### src/rtl/fetch_unit.sv
// Instruction fetch unit: requests one instruction at a time, holds it for the
// control unit while the branch resolves, then picks the next PC.
module fetch_unit #(
  parameter logic [31:0] RESET_PC       = 32'h0000_0000,
  parameter logic [31:0] NOP_INSTR      = 32'h0000_0013,
  parameter int unsigned RESOLVE_CYCLES = 2,
  parameter int unsigned TIMEOUT        = 15
) (
  input  logic        clk,
  input  logic        rst_n,
  output logic        imem_req,
  output logic [31:0] imem_addr,
  input  logic        imem_ack,
  input  logic [31:0] imem_rdata,
  output logic [31:0] instr,
  output logic        instr_valid,
  output logic [31:0] pc,
  input  logic        pc_sel,
  input  logic [31:0] alu_out,
  input  logic        stall,
  output logic        fetch_err
);

  typedef enum logic [1:0] {S_BOOT, S_FETCH, S_ISSUE, S_HOLD} state_t;

  localparam logic [2:0] RESOLVE_LAST = 3'(RESOLVE_CYCLES - 1);
  localparam logic [7:0] WAIT_LAST    = 8'(TIMEOUT - 1);

  state_t      state_q, state_d;
  logic [31:0] pc_q, pc_d;
  logic [31:0] instr_q, instr_d;
  logic        valid_q, valid_d;
  logic        err_q, err_d;
  logic [7:0]  wait_q, wait_d;
  logic [2:0]  resolve_q, resolve_d;

  logic        decideNow;
  logic [31:0] nextPc;
  logic        alu_unused;

  assign alu_unused = ^alu_out[1:0];

  always_ff @(posedge clk or negedge rst_n) begin
    if (!rst_n) begin
      state_q   <= S_BOOT;
      pc_q      <= RESET_PC;
      instr_q   <= NOP_INSTR;
      valid_q   <= 1'b0;
      err_q     <= 1'b0;
      wait_q    <= '0;
      resolve_q <= '0;
    end else begin
      state_q   <= state_d;
      pc_q      <= pc_d;
      instr_q   <= instr_d;
      valid_q   <= valid_d;
      err_q     <= err_d;
      wait_q    <= wait_d;
      resolve_q <= resolve_d;
    end
  end

  // The branch decision is taken either in the last resolve cycle or on the
  // first unstalled cycle of a hold; pc_sel/alu_out matter only then.
  always_comb begin
    decideNow = !stall &&
                (((state_q == S_ISSUE) && (resolve_q == RESOLVE_LAST)) ||
                 (state_q == S_HOLD));
    nextPc    = pc_sel ? {alu_out[31:2], 2'b00} : pc_q + 32'd4;
  end

  always_comb begin
    state_d   = state_q;
    pc_d      = pc_q;
    instr_d   = instr_q;
    valid_d   = valid_q;
    err_d     = err_q;
    wait_d    = wait_q;
    resolve_d = resolve_q;

    case (state_q)
      S_BOOT: begin
        state_d = S_FETCH;
        wait_d  = '0;
      end
      S_FETCH: begin
        // Timeout wins over an ack arriving in the same cycle.
        if (wait_q == WAIT_LAST) begin
          err_d     = 1'b1;
          instr_d   = NOP_INSTR;
          valid_d   = 1'b1;
          wait_d    = '0;
          resolve_d = '0;
          state_d   = S_ISSUE;
        end else if (imem_ack) begin
          instr_d   = imem_rdata;
          valid_d   = 1'b1;
          wait_d    = '0;
          resolve_d = '0;
          state_d   = S_ISSUE;
        end else begin
          wait_d = wait_q + 8'd1;
        end
      end
      S_ISSUE: begin
        if (resolve_q == RESOLVE_LAST) begin
          if (stall) state_d = S_HOLD;
        end else begin
          resolve_d = resolve_q + 3'd1;
        end
      end
      S_HOLD: ;
      default: state_d = S_BOOT;
    endcase

    if (decideNow) begin
      pc_d      = nextPc;
      instr_d   = NOP_INSTR;
      valid_d   = 1'b0;
      wait_d    = '0;
      resolve_d = '0;
      state_d   = S_FETCH;
    end
  end

  assign imem_req    = (state_q == S_FETCH);
  assign imem_addr   = pc_q;
  assign instr       = instr_q;
  assign instr_valid = valid_q;
  assign pc          = pc_q;
  assign fetch_err   = err_q;

endmodule

### config.mk
export PLATFORM = sky130hd
export DESIGN_NAME = fetch_unit
export DESIGN_NICKNAME = d
export VERILOG_FILES = /design/src/rtl/fetch_unit.sv
export SDC_FILE = /design/constraint.sdc
export NUM_CORES = 1
export LEC_CHECK = 0
export BUFFER_PORTS_ARGS = -buffer_cell sky130_fd_sc_hd__buf_2
export CAP_MARGIN = 20
export CORE_MARGIN = 3
export CORE_UTILIZATION = 43
export DETAILED_ROUTE_END_ITERATION = 10
export PLACE_DENSITY = 0.81
export RECOVER_POWER = 25
export SYNTH_ARGS = -nofsm -noshare
export SYNTH_HDL_FRONTEND = slang
export SYNTH_SLANG_ARGS = --single-unit
export TNS_END_PERCENT = 10
### constraint.sdc
create_clock -name clk -period 3.6 [get_ports clk]
set_clock_uncertainty 0.2 [all_clocks]
set_input_delay 0.18 -clock clk [delete_from_list [all_inputs] [get_ports clk]]
set_output_delay 0.18 -clock clk [all_outputs]
set_load 0.02 [all_outputs]
==> impl_metrics.toml, run 1 <==
[hold_path]
whs_path_depth = 4
min_path_type = "primary input to flip-flop"

[clock_tree]
cts_buffer_depth = 2
cts_sinks = 77
post_cts_resized = 0
clockRootBuffer = "clkbuf_8"
post-cts-setup-buffers = 0
clk_pin_slew_ns = 0.09
numCtsBuffers = 9
cts_tree = "yes"
clkLatencyLatePin_ns = 0.36
htree_levels = 3

[sta]
finalCritPeriodShare_pct = 82.11
setup_ws_ns = 0.6441
tns_ns = 0
rsz0062_at_grt = "no"
finalHoldViolCount = 0
slew_violations = 78
fin_crit_ns = 2.956
setup_viol = 0
max-slew-margin-rel_pct = -27.56
fmax_mhz = 338.3
tightest_slew_ns = 1.913

[setup_path]
crit_path_end_kind = "flip-flop"
critPathKind = "flip-flop to flip-flop"
path_cells = "inv_1, ha_1, and3b_4, o21ba_4, or3b_1, o21ai_0, a22o_1"
worstPathArrival_ns = 3.01
required_ns = 3.65
slowest_delay_ns = 0.55
cp_max_fo = 42
worst_path_max_delay_cell = "or3b_1"
critical_path.top_delay_family = "compound AO/OA/AOI/OAI gates"
cp-start-kind = "flip-flop"
crit_cells = 7
cp.buffers_inverters = 1
reg2reg_depth = 7

[flow_run]
maxCapViolCount = 1

[synthesis]
yosys_warnings = 0
ys_seq_area_share_pct = 44.53
synth_area_per_cell_um2 = 8.723
netlist_area_um2 = 4335
synthFlopType = "dfrtp_1"
yosysTopAreaCell = "dfrtp_1"
yosys-top-cells-area = "dfrtp_1 43%, o21ai_0 7.4%, nand2_1 6.9%, buf_4 5.9%, a21oi_1 4.2%"
synth_edf_count = 0
syn_inst = 497
synth_seq_cells = 77
synth_top_area_share_pct = 42.71
async_reset_ff_share_pct = 100.0
yosysMostFrequentCell = "nand2_1"
ys_types = 62
synthTopCellsByCount = "80 x nand2_1, 74 x dfrtp_1, 64 x o21ai_0"

[floorplan]
chipWidth_um = 106.4
core_um2 = 9774
die_h_um = 106.4
pin_count = 168
die_area_um2 = 11320
num_rows = 36
initial_core_util_pct = 44.35

[outcome]
status = "complete, but fails checks"
violations = "capacitance limit, slew limit"

[drt]
wl_um = 12590
drtAntennaViolNets = 0
via_per_inst = 5.394
via_count = 4380
detail_route.wl_per_cell_um = 15.50
drtIter0Drc = 364
first_pass_iters = 5
drc = 0

[cells_and_area]
final_layout_size_suffix_gt1_share_pct = 20.47
num-fill-cells = 891
n_antenna_cell = 0
multi_input_area_um2 = 1981
seqCellArea_um2 = 1931
nets = 752
area_delta_synth_final_pct = 32.29

[power_and_ir_drop]
ir_drop_mv = 0.2843
power_leakage_nw = 2.640
powerDensity_nw_per_um2 = 791.7

[global_route]
antenna_found_initial = 0
grt_pass1_vias = 4110
grt_first_pass_wirelength_um = 20120
grt_overflow = 0
grt_start_max_net_pins = 78
grt_use_total_pct = 21.89

[place]
place_ws_ns = 0.6780
gp_congestion = 0.8424
port_buffers = 161
dp_hpwl_um = 8197
-- worst min-delay path, delay by kind of cell --
kind | cells | cell delay (ns)
AO/OA/AOI/OAI | 1 | 0.10
buffers and inverters | 1 | 0.13
multiplexers | 1 | 0.15
AND/OR/NAND/NOR | 1 | 0.11
-- worst paths after layout --
path	startpoint	endpoint	slack [ns]
hold reg to reg	fetch_err$_DFFE_PN0P_	fetch_err$_DFFE_PN0P_	0.26
hold / removal	stall	resolve_q[0]$_DFFE_PN0P_	0.14
setup reg to reg	state_q[0]$_DFFE_PN0P_	state_q[1]$_DFFE_PN0P_	0.64
min in group asynchronous	rst_n	instr[11]$_DFFE_PN0P_	0.69
max in group asynchronous	rst_n	instr[10]$_DFFE_PN0P_	1.35
setup / recovery	state_q[0]$_DFFE_PN0P_	state_q[1]$_DFFE_PN0P_	0.64
-- registers in the layout, indices dropped and copies added (netlist names) --
register and cells:
fetch_err 1, instr 32, resolve_q 3, state_q 2, wait_q 8, imem_addr 30
instr_valid 1
-- layout make-up --
class | count | share of cell area (%)
clock inverter | 7 | 1.287
clock buffer | 9 | 2.160
timing repair buffer | 228 | 24.41
sequential | 77 | 33.66
tap | 133 | 2.901
inverter | 16 | 1.047
multi-input combinational | 342 | 34.53
-- power breakdown --
| part | leakage (nW) | internal [mW] | switching (mW) |
|---|---|---|---|
| Combinational | 1.60 | 0.718 | 1.53 |
| Sequential | 0.944 | 1.24 | 0.386 |
| Clock | 0.0996 | 0.323 | 0.346 |
| Total | 2.64 | 2.28 | 2.26 |
-- layer usage --
| metal | part of all wire [%] | global-route usage (%) |
|---|---|---|
| met1 | 40 | 28.33 |
| met2 | 51 | 36.33 |
| met3 | 4.8 | 2.611 |
| met4 | 3.7 | 10.78 |
| met5 | 0 | 0 |
-- metrics by stage --
stage                     hold WS, ns  utilization (%)  instances  total power, mW  area, um2
after floorplan               -0.3156                -        500            3.283       4347
after global placement         0.1929            50.83        732            3.782       4969
after detailed placement       0.2069            50.83        732            3.866       4969
after CTS                      0.1162            59.31        811            4.592       5797
after global routing           0.1683            58.68        812            4.856       5736
final                          0.1431            58.68        812            4.541       5736
-- kinds of logic after synthesis --
group                      Yosys count  synth area share [%]
AOI/OAI and AO/OA                  148                 20.98
xor gates and xnor gates             2                0.4041
adders and majority gates            9                 2.597
buffers and inverters               81                 10.45
DFF                                 77                 44.53
muxes                                6                 1.443
other                                1               0.08650
and+or+nand+nor                    173                 19.51
-- repair_timing --
action	4_1_cts	5_1_grt
endpoints found under the setup margin	0	0
hold endpoints to repair	136	0
hold buffers	63	0
-- cell usage in the layout, fill, tap and decap left out, drive strengths merged, types with 5 or more instances in the layout --
cell / count
and4: 5
nand2: 80
nand3: 15
nor3: 16
dfrtp: 74
o21ai: 64
nand4: 5
and3: 8
o2bb2ai: 7
clkbuf: 69
buf: 105
inv: 17
a21oi: 36
dlygate4sd3: 63
ha: 9
nor2: 21
Note: power is estimated with default switching activity, not from simulation.
==> run 2: changes to the inputs <==
==> constraint.sdc (replaced) <==
create_clock -name clk -period 3.1 [get_ports clk]
set_clock_uncertainty 0.2 [all_clocks]
set_input_delay 0.155 -clock clk [delete_from_list [all_inputs] [get_ports clk]]
set_output_delay 0.155 -clock clk [all_outputs]
set_load 0.02 [all_outputs]
==> impl_metrics.toml, run 2 (synthesis results as in run 1) <==
[place]
place_ws_ns = 0.4235
gp_congestion = 0.8921
port_buffers = 161
dp_hpwl_um = 8302
dpl_cell_area_um2 = 4991

[floorplan]
die_h_um = 106.4
core_um2 = 9774
chipWidth_um = 106.4
die_area_um2 = 11320
pin_count = 168
num_rows = 36
initial_core_util_pct = 44.35

[setup_path]
slowest_delay_ns = 0.65
cp_max_fo = 17
worst_path_max_delay_cell = "or3b_1"
r2r_slack_ns = 0.39
critical_path.top_delay_family = "simple AND/OR/NAND/NOR gates"
required_ns = 3.13
crit_path_end_kind = "flip-flop"
path_cells = "inv_1, ha_1, and3b_4, o21ba_4, or3b_1, o311ai_2, mux2_2"
worstPathArrival_ns = 2.74
cp-start-kind = "flip-flop"
critPathKind = "flip-flop to flip-flop"
cp.buffers_inverters = 1

[cells_and_area]
final_cell_mix = "101 x buf_2, 80 x nand2_1, 74 x dfrtp_1"
nets = 754
final_layout_size_suffix_gt1_share_pct = 20.70
final_common_cell = "buf_2"
n_antenna_cell = 0
area_delta_synth_final_pct = 33.16
post-route-cell-area_um2 = 5773
largest_reg_flops = 32

[clock_tree]
clkLatencyLatePin_ns = 0.35
cts_sinks = 77
cts_buffer_depth = 2
clk_pin_slew_ns = 0.08
clockRootBuffer = "clkbuf_8"
numCtsBuffers = 9
post-cts-setup-buffers = 0
htree_levels = 3
cts_tree = "yes"

[sta]
fmax_mhz = 368.9
tns_ns = 0
max-slew-margin-rel_pct = -30.37
fin_crit_ns = 2.711
setup_viol = 0
slew_violations = 78
setup_ws_ns = 0.3890
finalCritPeriodShare_pct = 87.45
tightest_slew_ns = 1.956
finalHoldViolCount = 0
rsz0062_at_grt = "no"

[drt]
detail_route.wl_per_cell_um = 16.26
wl_um = 13240
drtIter0Drc = 477
drc = 0
via_per_inst = 5.493
via_count = 4471
drtAntennaViolNets = 0
first_pass_iters = 6

[outcome]
violations = "capacitance limit, slew limit"
status = "complete, but fails checks"

[global_route]
grt_pass1_vias = 4244
grt_start_max_net_pins = 78
grt_first_pass_wirelength_um = 21170
grt_overflow = 0
antenna_found_initial = 0
grt_use_total_pct = 23.04

[power_and_ir_drop]
ir_drop_mv = 0.4314
powerDensity_nw_per_um2 = 936.2
finalPower_mw = 5.405
power_leakage_nw = 2.658

[flow_run]
maxCapViolCount = 1

[hold_path]
min_path_type = "primary input to flip-flop"
[run 2: cell types whose count changed in the layout (fill, tap and decap cells not counted), sizes merged]
cell,previous run,this run
clkinvlp,1,0
bufinv,1,2
clkinv,4,2
inv,17,19
buf,105,107
[run 2: final cells by class]
cell class | instances | area, um2
fillers | 867 | 4001
multi-input cells | 342 | 1981
flip-flops and latches | 77 | 1931
repair buffers | 230 | 1408
well taps | 133 | 166.4
clock buffers | 9 | 123.9
clock inverters | 7 | 103.9
inverters | 16 | 60.06
[run 2: tightest hold or removal path: cells and delay by family]
kind                   cells  cell delay (ns)
AOI/OAI and AO/OA          1             0.10
muxes                      1             0.16
and+or+nand+nor            1             0.10
buffers and inverters      1             0.12
[run 2: repair_timing]
action / in CTS / in global routing
hold buffers: 63 / 0
hold endpoints to repair: 136 / 0
gates resized for setup: 0 / 0
[run 2: path summary, 6_finish.rpt]
check,start,endpoint,depth (start not counted)
max,state_q[0]$_DFFE_PN0P_,resolve_q[1]$_DFFE_PN0P_,7
min,stall,resolve_q[0]$_DFFE_PN0P_,4
max reg2reg,state_q[0]$_DFFE_PN0P_,resolve_q[1]$_DFFE_PN0P_,7
min reg2reg,instr[0]$_DFFE_PN1P_,instr[0]$_DFFE_PN1P_,2
max in group asynchronous,rst_n,imem_addr[26]$_DFFE_PN0N_,2
min in group asynchronous,rst_n,instr[15]$_DFFE_PN0P_,2
[run 2: layer usage]
layer | up-vias | wire, um | track usage [%]
li1 | 2092 | - | -
met1 | 2105 | 5299 | 28.81
met2 | 216 | 6659 | 38.78
met3 | 58 | 732 | 4.432
met4 | 0 | 545 | 10.05
met5 | - | 0 | 0
[run 2: metrics by stage]
stage | cells | util, % | hold slack [ns]
2_1_floorplan | 500 | - | -0.3406
5_1_grt | 814 | 59.06 | 0.1129
6_report | 814 | 59.06 | 0.1191
3_5_place_dp | 735 | 51.06 | 0.1799
4_1_cts | 814 | 59.84 | 0.09907
3_3_place_gp | 735 | 51.06 | 0.1692
[run 2: power breakdown]
| group | switching (mW) | leakage, nW | internal, mW |
|---|---|---|---|
| logic | 1.81 | 1.60 | 0.832 |
| clock network | 0.412 | 0.115 | 0.465 |
| registers | 0.451 | 0.944 | 1.44 |
| total | 2.67 | 2.66 | 2.74 |
==> run 3: changes to the inputs <==
--- a/config.mk
+++ b/config.mk
@@ -7,7 +7,6 @@
 export LEC_CHECK = 0
 export BUFFER_PORTS_ARGS = -buffer_cell sky130_fd_sc_hd__buf_2
 export CAP_MARGIN = 20
-export CORE_MARGIN = 3
 export CORE_UTILIZATION = 43
 export DETAILED_ROUTE_END_ITERATION = 10
 export PLACE_DENSITY = 0.81
==> impl_metrics.toml, run 3 (synthesis results as in run 1) <==
[setup_path]
path_cells = "inv_1, ha_1, and3b_4, o21ba_4, or3b_1, o311ai_2, mux2_2"
slowest_delay_ns = 0.64
cp.buffers_inverters = 1
worstPathArrival_ns = 2.76
worst_path_max_delay_cell = "or3b_1"
critPathKind = "flip-flop to flip-flop"
cp-start-kind = "flip-flop"
required_ns = 3.14
cp_max_fo = 17
critical_path.top_delay_family = "simple AND/OR/NAND/NOR gates"
crit_path_end_kind = "flip-flop"

[sta]
slew_violations = 78
tns_ns = 0
fmax_mhz = 368.5
rsz0062_at_grt = "no"
tightest_slew_ns = 1.886
finalCritPeriodShare_pct = 87.54
fin_crit_ns = 2.714
max-slew-margin-rel_pct = -25.74
setup_viol = 0
finalHoldViolCount = 0

[drt]
drtIter0Drc = 376
drc = 0
drtAntennaViolNets = 0
via_per_inst = 5.351
via_count = 4350
wl_um = 12350
detail_route.wl_per_cell_um = 15.19
first_pass_iters = 5

[clock_tree]
numCtsBuffers = 9
cts_sinks = 77
clockRootBuffer = "clkbuf_8"
cts_buffer_depth = 2
clkLatencyLatePin_ns = 0.35
clk_pin_slew_ns = 0.09
htree_levels = 3
post_cts_resized = 0
cts_tree = "yes"

[floorplan]
chipWidth_um = 102.4
die_h_um = 102.4
core_um2 = 9774
die_area_um2 = 10490
pin_count = 168
initial_core_util_pct = 44.35
num_rows = 36

[cells_and_area]
final_cell_mix = "101 x buf_2, 80 x nand2_1, 74 x dfrtp_1"
final_common_cell = "buf_2"
fin_cells = 813
final_layout_size_suffix_gt1_share_pct = 20.59
largest_reg_flops = 32
n_antenna_cell = 0
nets = 753
area_delta_synth_final_pct = 32.44

[place]
dp_cells = 734
port_buffers = 161
gp_congestion = 0.7960
dp_hpwl_um = 7826

[power_and_ir_drop]
switching_share_pct = 49.84
ir_drop_mv = 0.4053
p_int_mw = 2.651
powerDensity_nw_per_um2 = 920.6
power_frac_comb_pct = 49.2
switching_power_mw = 2.635
power_leakage_nw = 2.642
p_seq_share_pct = 35.8
p_clk_share_pct = 15.0

[global_route]
antenna_found_initial = 0
grt_pass1_vias = 4028
grt_overflow = 0
grt_first_pass_wirelength_um = 19290
grt_start_max_net_pins = 78
grt_use_total_pct = 23.64

[outcome]
status = "complete, but fails checks"
violations = "capacitance limit, slew limit"

[hold_path]
min_path_type = "primary input to flip-flop"

[flow_run]
maxCapViolCount = 1
## run 3: changes by cell type in the layout (fill, tap and decap cells not counted), sizes merged
cell,change
buf,-1
clkinv,-1
clkinvlp,+2
bufinv,-1
## run 3: path summary, 6_finish.rpt
path | slack (ns) | to | cells past startpoint | start
max reg2reg | 0.39 | resolve_q[1]$_DFFE_PN0P_ | 7 | state_q[0]$_DFFE_PN0P_
min reg2reg | 0.27 | instr[1]$_DFFE_PN1P_ | 2 | instr[1]$_DFFE_PN1P_
min in group asynchronous | 0.70 | instr[14]$_DFFE_PN0P_ | 2 | rst_n
max in group asynchronous | 0.89 | imem_addr[15]$_DFFE_PN0N_ | 2 | rst_n
min | 0.10 | resolve_q[2]$_DFFE_PN0P_ | 3 | stall
max | 0.39 | resolve_q[1]$_DFFE_PN0P_ | 7 | state_q[0]$_DFFE_PN0P_
## run 3: final cells by class
class	count	area (um2)
clock buffer	9	123.9
clock inverter	7	80.08
fill	872	4033
inverter	16	60.06
multi-input combinational	342	1981
sequential	77	1931
tap	133	166.4
timing repair buffer	229	1400
## run 3: power groups by stage
stage	registers [mW]	logic [mW]	clock network, mW
2_1_floorplan	2.28	1.53	0
6_report	1.89	2.60	0.794
4_1_cts	1.86	2.68	0.817
3_3_place_gp	1.84	2.53	0
3_5_place_dp	1.88	2.60	0
5_1_grt	1.96	2.85	0.863
## run 3: tightest hold or removal path: stages
cell     delay [ns]
buf_2          0.12
o21ai_0        0.15
o22ai_1        0.18
## run 3: repair_timing
action | 4_1_cts | 5_1_grt
hold buffers | 63 | 0
buffers inserted | 0 | 0
endpoints found under the hold margin | 136 | 0
setup endpoints to repair | 0 | 0
## run 3: per-layer routing
| layer | global-route usage (%) | share of wire [%] |
|---|---|---|
| met1 | 29.88 | 42 |
| met2 | 39.49 | 51 |
| met3 | 3.488 | 4.8 |
| met4 | 11.87 | 2.7 |
| met5 | 0 | 0 |
## run 3: stage by stage
| stage | setup WS [ns] | hold slack, ns | instance area [um2] | utilization, % | power (mW) |
|---|---|---|---|---|---|
| after global placement | 0.5147 | 0.1692 | 4984 | 50.99 | 4.373 |
| final | 0.3862 | 0.1013 | 5742 | 58.74 | 5.286 |
| after CTS | 0.3888 | 0.08856 | 5818 | 59.52 | 5.353 |
| after detailed placement | 0.4082 | 0.1844 | 4984 | 50.99 | 4.482 |
| after floorplan | 0.7574 | -0.3406 | 4347 | - | 3.813 |
| after global routing | 0.2750 | 0.1404 | 5742 | 58.74 | 5.667 |
